$ cat src/rtl/sgmii_link_seq.sv
// rtl/sgmii_link_seq.sv - SGMII PCS/PMA bring-up and link supervision sequencer
module sgmii_link_seq #(
  parameter int RST_CYCLES   = 16,
  parameter int DONE_TIMEOUT = 1024,
  parameter int LINK_TIMEOUT = 4096,
  parameter int DEBOUNCE     = 8,
  parameter int MAX_RETRY    = 7
) (
  input  logic        sys0_clk,
  input  logic        sys0_rst,
  input  logic        restart,
  input  logic [1:0]  cfg_speed,
  input  logic        cfg_an_en,
  input  logic        resetdone,
  input  logic [15:0] status_vector,
  output logic        pma_reset,
  output logic        pcs_reset,
  output logic        gmii_rstn,
  output logic [4:0]  configuration_vector,
  output logic        speed_is_10_100,
  output logic        speed_is_100,
  output logic        link_up,
  output logic        link_drop,
  output logic [2:0]  retry_count,
  output logic        fail
);

  localparam int TMAX_A = (DONE_TIMEOUT > LINK_TIMEOUT) ? DONE_TIMEOUT : LINK_TIMEOUT;
  localparam int TMAX   = (TMAX_A > RST_CYCLES) ? TMAX_A : RST_CYCLES;
  localparam int CW     = $clog2(TMAX) + 1;
  localparam int DW     = $clog2(DEBOUNCE) + 1;

  localparam logic [CW-1:0] CNT_MAX   = '1;
  localparam logic [CW-1:0] RST_LAST  = CW'(RST_CYCLES - 1);
  localparam logic [CW-1:0] DONE_LAST = CW'(DONE_TIMEOUT - 1);
  localparam logic [CW-1:0] LINK_LAST = CW'(LINK_TIMEOUT - 1);
  localparam logic [DW-1:0] DEB_LAST  = DW'(DEBOUNCE - 1);
  localparam logic [2:0]    RETRY_LIM = 3'(MAX_RETRY);

  typedef enum logic [2:0] {
    RESET_HOLD,
    WAIT_DONE,
    WAIT_LINK,
    LINK_UP,
    FAIL_ST
  } state_t;

  state_t        state_q, state_d;
  logic [CW-1:0] cnt_q, cnt_d;
  logic [DW-1:0] deb_q, deb_d;
  logic [2:0]    retry_q, retry_d;
  logic          pma_q, pma_d;
  logic          gmii_q, gmii_d;
  logic [4:0]    cfg_q, cfg_d;
  logic          s10_100_q, s10_100_d;
  logic          s100_q, s100_d;
  logic          link_up_q, link_up_d;
  logic          drop_q, drop_d;
  logic          fail_q, fail_d;

  logic          link_lvl;
  logic          cfg_s10_100;
  logic          cfg_s100;
  logic          enter;
  logic          tmo;
  logic          hold_like;
  logic          unused_status;

  assign link_lvl      = status_vector[0];
  assign unused_status = ^status_vector[15:1];

  // 11 decodes to 1G so it never counts as a change against a latched 1G
  assign cfg_s10_100 = (cfg_speed == 2'b01) || (cfg_speed == 2'b10);
  assign cfg_s100    = (cfg_speed == 2'b01);

  // Next-state, counters and registered-output values; later events override earlier ones
  always_comb begin
    state_d   = state_q;
    enter     = 1'b0;
    tmo       = 1'b0;
    retry_d   = retry_q;
    drop_d    = 1'b0;
    deb_d     = deb_q;
    s10_100_d = s10_100_q;
    s100_d    = s100_q;
    cfg_d     = cfg_q;

    case (state_q)
      RESET_HOLD: begin
        if (cnt_q == RST_LAST) begin
          state_d = WAIT_DONE;
          enter   = 1'b1;
        end
      end
      WAIT_DONE: begin
        if (cnt_q == DONE_LAST) begin
          tmo = 1'b1;
        end else if (resetdone) begin
          state_d = WAIT_LINK;
          enter   = 1'b1;
        end
      end
      WAIT_LINK: begin
        if (!resetdone) begin
          state_d = RESET_HOLD;
          enter   = 1'b1;
        end else if (cnt_q == LINK_LAST) begin
          tmo = 1'b1;
        end else if (link_lvl) begin
          if (deb_q == DEB_LAST) begin
            state_d = LINK_UP;
            enter   = 1'b1;
          end else begin
            deb_d = deb_q + 1'b1;
          end
        end else begin
          deb_d = '0;
        end
      end
      LINK_UP: begin
        if (!resetdone) begin
          state_d = RESET_HOLD;
          enter   = 1'b1;
        end else if ({cfg_s10_100, cfg_s100} != {s10_100_q, s100_q}) begin
          state_d = RESET_HOLD;
          enter   = 1'b1;
        end else if (!link_lvl) begin
          if (deb_q == DEB_LAST) begin
            state_d = RESET_HOLD;
            enter   = 1'b1;
            drop_d  = 1'b1;
          end else begin
            deb_d = deb_q + 1'b1;
          end
        end else begin
          deb_d = '0;
        end
      end
      FAIL_ST: begin
        state_d = FAIL_ST;
      end
      default: begin
        state_d = RESET_HOLD;
        enter   = 1'b1;
      end
    endcase

    if (tmo) begin
      retry_d = (retry_q == 3'd7) ? retry_q : retry_q + 3'd1;
      state_d = (retry_q == RETRY_LIM) ? FAIL_ST : RESET_HOLD;
      enter   = 1'b1;
    end

    if (restart) begin
      state_d = RESET_HOLD;
      retry_d = 3'd0;
      enter   = 1'b1;
      drop_d  = 1'b0;
    end

    cnt_d = enter ? '0 : ((cnt_q == CNT_MAX) ? cnt_q : cnt_q + 1'b1);
    if (enter) begin
      deb_d = '0;
    end

    // Speed selects follow cfg_speed as seen in the first RESET_HOLD cycle
    if ((state_q == RESET_HOLD) && (cnt_q == '0)) begin
      s10_100_d = cfg_s10_100;
      s100_d    = cfg_s100;
    end

    hold_like = (state_d == RESET_HOLD) || (state_d == FAIL_ST);
    pma_d     = hold_like;
    gmii_d    = (state_d == LINK_UP);
    link_up_d = (state_d == LINK_UP);
    fail_d    = (state_d == FAIL_ST);
    if (hold_like) begin
      cfg_d = {cfg_an_en, 4'b0000};
    end
  end

  // State, counters and registered outputs
  always_ff @(posedge sys0_clk) begin
    if (sys0_rst) begin
      state_q   <= RESET_HOLD;
      cnt_q     <= '0;
      deb_q     <= '0;
      retry_q   <= 3'd0;
      pma_q     <= 1'b1;
      gmii_q    <= 1'b0;
      cfg_q     <= 5'b00100;
      s10_100_q <= 1'b0;
      s100_q    <= 1'b0;
      link_up_q <= 1'b0;
      drop_q    <= 1'b0;
      fail_q    <= 1'b0;
    end else begin
      state_q   <= state_d;
      cnt_q     <= cnt_d;
      deb_q     <= deb_d;
      retry_q   <= retry_d;
      pma_q     <= pma_d;
      gmii_q    <= gmii_d;
      cfg_q     <= cfg_d;
      s10_100_q <= s10_100_d;
      s100_q    <= s100_d;
      link_up_q <= link_up_d;
      drop_q    <= drop_d;
      fail_q    <= fail_d;
    end
  end

  assign pma_reset            = pma_q;
  assign pcs_reset            = pma_q;
  assign gmii_rstn            = gmii_q;
  assign configuration_vector = cfg_q;
  assign speed_is_10_100      = s10_100_q;
  assign speed_is_100         = s100_q;
  assign link_up              = link_up_q;
  assign link_drop            = drop_q;
  assign retry_count          = retry_q;
  assign fail                 = fail_q;

endmodule

$ cat config.mk
export PLATFORM = sky130hd
export DESIGN_NAME = sgmii_link_seq
export DESIGN_NICKNAME = d
export VERILOG_FILES = /design/src/rtl/sgmii_link_seq.sv
export SDC_FILE = /design/constraint.sdc
export NUM_CORES = 1
export LEC_CHECK = 0
export ABC_CLOCK_PERIOD_IN_PS = 3800
export BUFFER_PORTS_ARGS = -buffer_cell sky130_fd_sc_hd__buf_2
export CAP_MARGIN = 30
export CORE_UTILIZATION = 55
export DETAILED_ROUTE_END_ITERATION = 10
export GPL_TIMING_DRIVEN = 0
export PLACE_DENSITY = 0.87
export SYNTH_ARGS = -nofsm -noshare
export SYNTH_HDL_FRONTEND = slang
export SYNTH_SLANG_ARGS = --single-unit
$ cat constraint.sdc
create_clock -name sys0_clk -period 3.8 [get_ports sys0_clk]
set_input_delay 0.38 -clock sys0_clk [delete_from_list [all_inputs] [get_ports sys0_clk]]
set_output_delay 0.38 -clock sys0_clk [all_outputs]
set_load 0.005 [all_outputs]
Word-level counts from Yosys, hierarchy flattened
Index checks and enable logic that the tools add are counted.

word-level totals
  input bits = 23
  output and inout port bits = 16
  register bits = 31
  word-level logic and storage cells = 88

cells by class
  bitwise gates (word level) = 3
  multiplexer cells = 40
  equal/unequal tests = 19
  add/subtract/negate cells = 3
  reduce and logical (&&, ||, !) cells = 12

operators by type and width
  cell                                                                     count
  3-bit 2-to-1 mux                                                         14
  4-bit 2-to-1 mux                                                         7
  1-bit 2-to-1 mux                                                         15
  3-bit case mux with 5 select lines                                       1
  13-bit by 1-bit adder with 13-bit output, second input constant          1
  13-bit by 10-bit equality test with 1-bit output, second input constant  1
  13-bit by 12-bit equality test with 1-bit output, second input constant  1
  13-bit equality test, second input constant                              1
  13-bit by 4-bit equality test with 1-bit output, second input constant   1
  13-bit logical NOT                                                       1
  3-bit by 2-bit equality test with 1-bit output, second input constant    3
  3-bit equality test, second input constant                               3
  2-bit != test, second input constant                                     4
  4-bit case mux with 2 select lines                                       1
  3-bit logical NOT                                                        2
  1-bit case mux with 5 select lines                                       1
  5-bit AND reduction                                                      1
  5-bit OR reduction                                                       1
  4-bit by 1-bit adder with 4-bit output, second input constant            1
  4-bit by 3-bit equality test with 1-bit output, second input constant    1
  2-bit OR reduction                                                       2
  3-bit by 1-bit adder with 3-bit output, second input constant            1
  3-bit by 1-bit equality test with 1-bit output, second input constant    1
  1-bit inverter                                                           3
  8 further kinds                                                          9

Longest topological paths before layout
Gate-level depths: netlist of run 1.

  word-level depth = 10
  depth in mapped cells = 8
  mapped depth without buffers = 8

Least setup slack after synthesis of run 1
No wires, ideal clock.

  kind = input port to flip-flop
  start = input cfg_speed[1]
  end = register cfg_q[4], in the netlist configuration_vector[4]
  arrival time = 1.865 ns
  setup time = 0.072 ns
  data required time = 3.728 ns
  stages on the path = 8
  buffers on the path = 0
  slack = 1.863 ns
  cells stage by stage = inv_1 ha_1 xor2_1 nand3_1 nor3_4 nor4_1 o41ai_2 mux2i_1

between the ends
  cells in the longest elaborated chain, start to end = 10
  elaborated cells between the ends (all ways) = 12
  those cells by class = 4 x eq/ne; 5 x mux; 3 x reduce/logical

RTL lines
  element                                                                                line    source
  from (decl)                                                                            12      input logic [1:0] cfg_speed,
  2-bit by 1-bit equality test with 1-bit output or 2-bit equality test (tied branches)  73, 74
  1-bit logical OR                                                                       73      assign cfg_s10_100 = (cfg_speed == 2'b01) || (cfg_speed == 2'b10);
  2-bit != test (*)                                                                      124     end else if ({cfg_s10_100, cfg_s100} != {s10_100_q, s100_q}) begin
  3-bit 2-to-1 mux (*)                                                                   124
  3-bit 2-to-1 mux (*)                                                                   121     if (!resetdone) begin
  3-bit case mux with 5 select lines (*)                                                 88      case (state_q)
  3-bit 2-to-1 mux (*)                                                                   148     if (tmo) begin
  3-bit 2-to-1 mux (*)                                                                   154     if (restart) begin
  3-bit equality test or 3-bit logical NOT (tied branches)                               172     hold_like = (state_d == RESET_HOLD) || (state_d == FAIL_ST);
  1-bit logical OR (*)                                                                   172
  to (signal assigned)                                                                   204     cfg_q <= cfg_d;
  to (decl)                                                                              54      logic [4:0] cfg_q, cfg_d;

Every way passes the cells marked *; elsewhere a longest branch is shown, timed or not.
A chain may end at the register's enable or synchronous reset.

Final worst setup path of run 1
  start = register cnt_q[0]
  end = register cfg_q[2], in the netlist configuration_vector[2]

between the ends
  cells in the longest elaborated chain, start to end = 8
  elaborated cells between the ends (all ways) = 17
  those cells by class = 4 x eq/ne; 11 x mux; 2 x reduce/logical

RTL lines
  element                                                                                   line  source
  from (decl)                                                                               49    logic [CW-1:0] cnt_q, cnt_d;
  from (signal assigned)                                                                    199   cnt_q <= cnt_d;
  13-bit by 12-bit equality test with 1-bit output                                          107   end else if (cnt_q == LINK_LAST) begin
  3-bit 2-to-1 mux or 1-bit 2-to-1 mux (tied branches)                                      107
  3-bit 2-to-1 mux or 1-bit 2-to-1 mux (tied branches)                                      104   if (!resetdone) begin
  3-bit case mux with 5 select lines or 1-bit case mux with 2 select lines (tied branches)  88
  3-bit 2-to-1 mux (*)                                                                      148
  3-bit 2-to-1 mux (*)                                                                      154
  3-bit equality test or 3-bit logical NOT (tied branches)                                  172
  1-bit logical OR (*)                                                                      172

Marks and branches as above.

==> results of run 1 <==
[path summary, 6_finish.rpt]
path	start	end	slack, ns
max	cnt_q[0]	configuration_vector[2]	1.46
min	sys0_rst	speed_is_10_100	0.29
max reg2reg	cnt_q[0]	configuration_vector[2]	1.46
min reg2reg	configuration_vector[2]	configuration_vector[2]	0.49
[cell families (layout without fill, tap and decap cells)]
group	count (synthesis)	after routing	share of synthesized area [%]
compound gates	21	21	9.719
simple gates	92	92	32.12
buf+inv	16	43	5.088
other cells	1	3	0.2276
mux	6	6	3.721
fa+ha+maj	6	6	4.556
flops	31	31	37.66
xor+xnor	13	13	6.910
[per-stage QoR]
step                      cell area [µm²]  hold slack (ns)
after floorplan                      1655           0.4451
after global placement               1794           0.4339
after detailed placement             1794           0.4697
after CTS                            1851           0.2788
after global routing                 1851           0.2786
final                                1851           0.2896
[power by group]
| part | switching, mW | internal (mW) | total, mW |
|---|---|---|---|
| Sequential | 0.00313 | 0.328 | 0.331 |
| Combinational | 0.0181 | 0.0169 | 0.0350 |
| Clock | 0.110 | 0.0855 | 0.195 |
[worst reg2reg max path: stages (launching register included)]
cell and delay (ns):
dfxtp_1 0.41, ha_1 0.27, nand4b_1 0.25, nor3_1 0.42, nor3b_1 0.10, nor4_1 0.41, o41ai_2 0.16, a21o_1 0.21
[cells in the final DEF (no fill, tap or decap), types with 6 or more instances in the layout]
cell,synthesis,final
ha_1,6,6
dfxtp_1,31,31
buf_2,4,24
nor2b_1,6,6
nand2_1,11,11
nand3_1,7,7
nor2_1,27,27
nand4_1,7,7
xor2_1,9,9
a21oi_1,7,7
[layer usage]
layer	global-route usage, %	routed length, µm
met2	30.61	1355
met5	0	0
met3	7.373	187
met1	26.29	1500
met4	10.10	64
[cells in the mapped netlist, types with 4 or more instances]
cell	number	area share, %
nand3_1	7	2.1
xor2_1	9	4.8
nor2_1	27	6.2
inv_1	5	1.1
buf_4	5	2.3
nand2b_1	5	1.9
ha_1	6	4.6
xnor2_1	4	2.1
buf_2	4	1.2
mux2i_1	5	3.0
nor4_1	5	1.9
dfxtp_1	31	38
nand4_1	7	2.7
a21oi_1	7	2.1
nand2_1	11	2.5
nor2b_1	6	2.3
[state kept, by name (all words and copies together), names as in the netlist]
signal / cells
state_q: 3
link_drop: 1
speed_is_10_100: 1
fail: 1
configuration_vector: 2
link_up: 1
speed_is_100: 1
retry_count: 3
cnt_q: 13
deb_q: 4
pcs_reset: 1
[area by class of cell]
cell class / instances / area (µm²)
Tap cell: 31 / 38.79
Sequential cell: 31 / 620.6
Clock buffer: 6 / 51.30
Fill cell: 253 / 954.7
Timing Repair Buffer: 20 / 100.1
Buffer: 11 / 65.06
Inverter: 5 / 18.77
Multi-Input combinational cell: 141 / 950.9
Clock inverter: 1 / 5.005
==> impl_metrics.csv, run 1 <==
group,metric,value,unit
hold_path,min_path_cells,2,
critical_path,worst-path-stages,7,
critical_path,worst_ep_arrival_time,2.57,ns
clocking,ctsRootBufferMaster,"clkbuf_4",
synthesis,ys_types,46,
route,drt-total-wl,3108,µm
timing,rsz0062_at_grt,"false",
clocking,clockBufferDepth,2,
placed_design,hpwl,2340,µm
hold_path,hp-class,"input pin to register",
grt,grt_max_degree,11,
placed_design,placed_cells,239,
critical_path,slowest_stage,"dfxtp_1",
timing,maxSlewHeadroom,56.40,%
timing,totalNegativeSetupSlack,0,ns
synthesis,synthArstFlopShare,0,%
timing,tightest_slew,0.6480,ns
grt,grt_pass1_wl,5071,µm
die,die_y,56.74,µm
synthesis,synthFlopType,"dfxtp_1",
timing,clock_skew,0.007843,ns
grt,antenna_found_initial,0,
timing,hold_viol_final,0,
critical_path,crit_type,"register to register",
critical_path,cp_top_family,"simple AND/OR/NAND/NOR gates",
power_and_ir_drop,power.leakage,0.7415,nW
placed_design,gp_congestion,0.8528,
finish,instances_no_fill,246,
flow_run,cap_violations,0,
route,num_vias,1405,
timing,finalCritPeriodShare,61.53,%
synthesis,synth.avg_cell_area,8.859,µm²
power_and_ir_drop,p_total,0.5620,mW
timing,fmax,0.4277,GHz
route,drt_iter0_drc,33,
power_and_ir_drop,cellPowerDensity,303.7,nW/µm²
clocking,cts.repair.resized,0,
critical_path,crit_path_max_fanout,5,
clocking,insertion_delay,0.34,ns
critical_path,worst-path-buf-inv,0,
synthesis,syn_area,1648,µm²
clocking,cts_sinks,31,
route,viasPerCell,5.711,
finish,utilization,65.97,%
die,die_w,56.74,µm
synthesis,ys_seq_area_share,37.66,%
status,violations,"DRC",
timing,slew_violations,0,
timing,finalCriticalPeriod,2.338,ns
route,firstDrtPassIters,7,
synthesis,yosysWarningCount,0,
power_and_ir_drop,irDropWorstVdd,0.2199,mV
clocking,htree_levels,2,
critical_path,path_cells,"ha_1 > nand4b_1 > nor3_1 > nor3b_1 > nor4_1 > o41ai_2 > a21o_1",
finish,area_growth,12.30,%
critical_path,crit_path_start_kind,"register",
timing,fin_ws,1.462,ns
grt,grt_pass1_vias,1198,
finish,n_antenna_cell,0,
route,wire_per_inst,12.63,µm
route,drtAntennaViolNets,0,
die,pin_count,39,
placed_design,place_ws,1.485,ns
grt,grt-ovfl-total,0,
grt,track_usage,20.57,%
die,rows,19,
route,drc_errors,2,
clocking,clk_pin_slew_worst_paths,0.09,ns
critical_path,cp_slowest_stage_delay,0.41,ns
synthesis,synthCells,186,
clocking,ctsHoldBuffers,0,
timing,setup_viol,0,
finish,layout-drive-gt1-share,21.40,%
critical_path,r2r_cells,7,
clocking,tritoncts.num_buffers,5,
die,floorplan.initialDensity,58.74,%
synthesis,ys_ff_latch,31,
clocking,cts_tree,"yes",
die,core_area,2805,µm²
placed_design,port_buffers,20,
status,outcome,"finished, violations left",
synthesis,synth_edf_count,0,
finish,layout.nets,244,
die,dieArea,3219,µm²
critical_path,endpoint_kind,"register",
critical_path,cp_data_required_time,4.03,ns
clocking,postCtsSetupBuffers,0,
No activity file was read; power rests on OpenSTA's default activity.
==> run 2: changes to the inputs <==
==> config.mk (replaced) <==
export PLATFORM = sky130hd
export DESIGN_NAME = sgmii_link_seq
export DESIGN_NICKNAME = d
export VERILOG_FILES = /design/src/rtl/sgmii_link_seq.sv
export SDC_FILE = /design/constraint.sdc
export NUM_CORES = 1
export LEC_CHECK = 0
export ABC_AREA = 1
export ABC_CLOCK_PERIOD_IN_PS = 2150
export BUFFER_PORTS_ARGS = -buffer_cell sky130_fd_sc_hd__buf_2
export CAP_MARGIN = 30
export CORE_UTILIZATION = 49
export DETAILED_ROUTE_END_ITERATION = 10
export GPL_TIMING_DRIVEN = 0
export PLACE_DENSITY = 0.82
export SYNTH_ARGS = -nofsm -noshare
export SYNTH_HDL_FRONTEND = slang
export SYNTH_SLANG_ARGS = --single-unit
==> constraint.sdc (replaced) <==
create_clock -name sys0_clk -period 2.15 [get_ports sys0_clk]
set_input_delay 0.215 -clock sys0_clk [delete_from_list [all_inputs] [get_ports sys0_clk]]
set_output_delay 0.215 -clock sys0_clk [all_outputs]
set_load 0.005 [all_outputs]
==> run 2 against run 1 <==
The run now ends clean. First-iteration DRC count up 67%. Combinational power grew 140%. Worst setup slack worse by 1.3 ns. Power increased by 94%. Sequential power grew 77%. Area after synthesis grew 11%. Cell count rose by 39%. Critical path type unchanged. Sequential share of layout area fell by 3.4 points.
==> impl_metrics.csv, run 2 <==
group,metric,value,unit
synthesis,synthFlopType,"dfxtp_1",
timing,fmax,0.5152,GHz
synthesis,synth_commonest_cells,"nand2_1, inv_1, nor2_1",
die,pin_count,39,
grt,grt_pass1_wl,6182,µm
clocking,cts_sinks,31,
die,rows,21,
timing,finalCriticalPeriod,1.941,ns
placed_design,gp_congestion,0.8909,
finish,top_regs,"cnt_q: 13 flops, deb_q: 4 flops",
grt,grt-ovfl-total,0,
power_and_ir_drop,power.leakage,0.9172,nW
clocking,tritoncts.num_buffers,5,
timing,setup_viol,0,
synthesis,synth_edf_count,0,
timing,slew_violations,0,
flow_run,cap_violations,0,
route,num_vias,1625,
synthesis,synthXorXnorAreaFrac,7.212,%
grt,grt_max_degree,11,
die,die_w,62.98,µm
synthesis,synth.avg_cell_area,6.798,µm²
critical_path,crit_type,"register to register",
timing,totalNegativeSetupSlack,0,ns
hold_path,min_path_cells,2,
timing,rsz0062_at_grt,"false",
hold_path,min_to,"state_q[1]",
grt,track_usage,20.26,%
status,outcome,"completed",
synthesis,synth_compound_area_share,6.250,%
synthesis,ys_ff_latch,31,
grt,antenna_found_initial,0,
synthesis,yosysWarningCount,0,
synthesis,ys_seq_area_share,34.07,%
clocking,insertion_delay,0.29,ns
die,core_area,3442,µm²
placed_design,port_buffers,20,
critical_path,cp_data_required_time,2.32,ns
finish,utilization,59.83,%
route,viasPerCell,4.751,
die,floorplan.initialDensity,52.93,%
critical_path,r2r_slack,0.21,ns
synthesis,synthMuxAreaShare,0,%
clocking,clockBufferDepth,2,
hold_path,min_from,"sys0_rst",
synthesis,synthArstFlopShare,0,%
route,drtAntennaViolNets,0,
finish,layout-drive-gt1-share,18.24,%
clocking,cts_tree,"yes",
critical_path,reg2reg_from,"deb_q[0]",
power_and_ir_drop,cellPowerDensity,529.5,nW/µm²
finish,largest_reg_flops,13,
synthesis,synth_top_family_by_area,"simple AND/OR/NAND/NOR gates",
placed_design,hpwl,2693,µm
route,drt-total-wl,3483,µm
finish,n_antenna_cell,0,
finish,layout_commonest_cell,"nand2_1",
synthesis,synth_fa_ha_area_share,4.121,%
clocking,cts.repair.resized,0,
hold_path,hp-class,"input pin to register",
finish,fillers,330,
synthesis,synth_area_leaders,"dfxtp_1, nand2_1, inv_1, nor2_1, xor2_1",
finish,area_growth,13.05,%
critical_path,crit_path_start_kind,"register",
die,die_y,62.98,µm
route,drt_iter0_drc,55,
route,drc_errors,0,
synthesis,synthCells,268,
critical_path,r2r_end,"cnt_q[7]",
synthesis,yosysMostFrequentCell,"nand2_1",
timing,maxSlewHeadroom,64.57,%
clocking,clk_pin_slew_worst_paths,0.07,ns
finish,layout.nets,326,
synthesis,synth_top_cell_by_area,"dfxtp_1",
clocking,ctsHoldBuffers,0,
route,wire_per_inst,10.18,µm
clocking,htree_levels,2,
timing,clock_skew,0.008262,ns
synthesis,synth_top_area_share,34.07,%
grt,grt_pass1_vias,1496,
critical_path,worst_ep_arrival_time,2.11,ns
clocking,postCtsSetupBuffers,0,
critical_path,endpoint_kind,"register",
critical_path,r2r_cells,11,
synthesis,yosys.area_share.simple,36.40,%
timing,finalCritPeriodShare,90.28,%
power_and_ir_drop,irDropWorstVdd,0.4841,mV
timing,hold_viol_final,0,
route,firstDrtPassIters,4,
die,dieArea,3966,µm²
timing,tightest_slew,0.5295,ns
clocking,ctsRootBufferMaster,"clkbuf_8",
critical_path,crit_path_max_fanout,10,
synthesis,syn_area,1822,µm²
synthesis,ys_types,29,
finish,layout_common_cells,"nand2_1, inv_1, nor2_1, dfxtp_1, buf_2",
finish,largest_register,"cnt_q",
## run 2: cell types whose count changed in the layout (fill, tap and decap cells not counted), sizes merged, moves of 5 or more
cell / delta
nand2: +45
inv: +39
nor2: +28
nand3: +13
o21ai: +9
nor2b: -6
mux2i: -5
nand2b: -5
## run 2: cell families after synthesis
group | after synthesis
AND/OR/NAND/NOR | 144
XOR/XNOR | 15
adder cells (fa/ha/maj) | 6
AO/OA/AOI/OAI | 21
buffers and inverters | 50
flip-flops | 31
other | 1
## run 2: where the power goes
group / internal [mW] / total [mW] / switching (mW)
sequential: 0.582 / 0.587 / 0.00553
combinational: 0.0337 / 0.0834 / 0.0497
clock: 0.215 / 0.420 / 0.205
total: 0.831 / 1.09 / 0.260
## run 2: layout make-up
type	count	area, µm²	share of cell area, %
Clock buffer	6	72.57	3.524
Sequential cell	31	620.6	30.13
Inverter	44	165.2	8.019
Tap cell	46	57.56	2.795
Timing Repair Buffer	20	100.1	4.860
Multi-Input combinational cell	189	994.7	48.30
Buffer	6	48.80	2.369
## run 2: critical path, cell delays in order, from the launching register on
cell and delay [ns]:
dfxtp_1 0.41, ha_1 0.20, nand2_1 0.08, nor2_2 0.26
nand2_1 0.13, nand2_1 0.10, inv_1 0.05, a21oi_1 0.15
nor3_2 0.08, nand4_4 0.12, buf_6 0.20, nor2_2 0.04
## run 2: through the flow
stage | cells | hold WS (ns) | area, µm² | setup WS, ns | total power [mW]
floorplan | 270 | 0.2874 | 1829 | 0.5124 | 0.6576
global placement | 336 | 0.4237 | 1987 | 0.2995 | 0.6812
detailed placement | 336 | 0.4301 | 1987 | 0.2511 | 0.6827
CTS | 342 | 0.1493 | 2059 | 0.2292 | 1.104
global route | 342 | 0.1488 | 2059 | 0.01367 | 1.147
finish | 342 | 0.1696 | 2059 | 0.2090 | 1.090
## run 2: worst max-delay path by stage
| stage | startpoint | to | slack [ns] | depth (start not counted) |
|---|---|---|---|---|
| 5_1_grt | deb_q[0] | configuration_vector[4] | 0.01 | 12 |
| 6_report | deb_q[0] | cnt_q[7] | 0.21 | 11 |
| 3_5_place_dp | deb_q[0] | cnt_q[7] | 0.25 | 11 |
| 3_3_place_gp | deb_q[0] | cnt_q[2] | 0.30 | 11 |
| 2_1_floorplan | deb_q[0] | cnt_q[4] | 0.51 | 11 |
| 4_1_cts | deb_q[0] | cnt_q[7] | 0.23 | 11 |
## run 2: routing by layer
layer  global-route usage (%)  vias to the layer above  wire (µm)
li1                         -                      875          -
met1                    23.52                      717       1642
met2                    32.93                       27       1616
met3                    6.752                        6        158
met4                    10.17                        0         65
met5                        0                        -          0
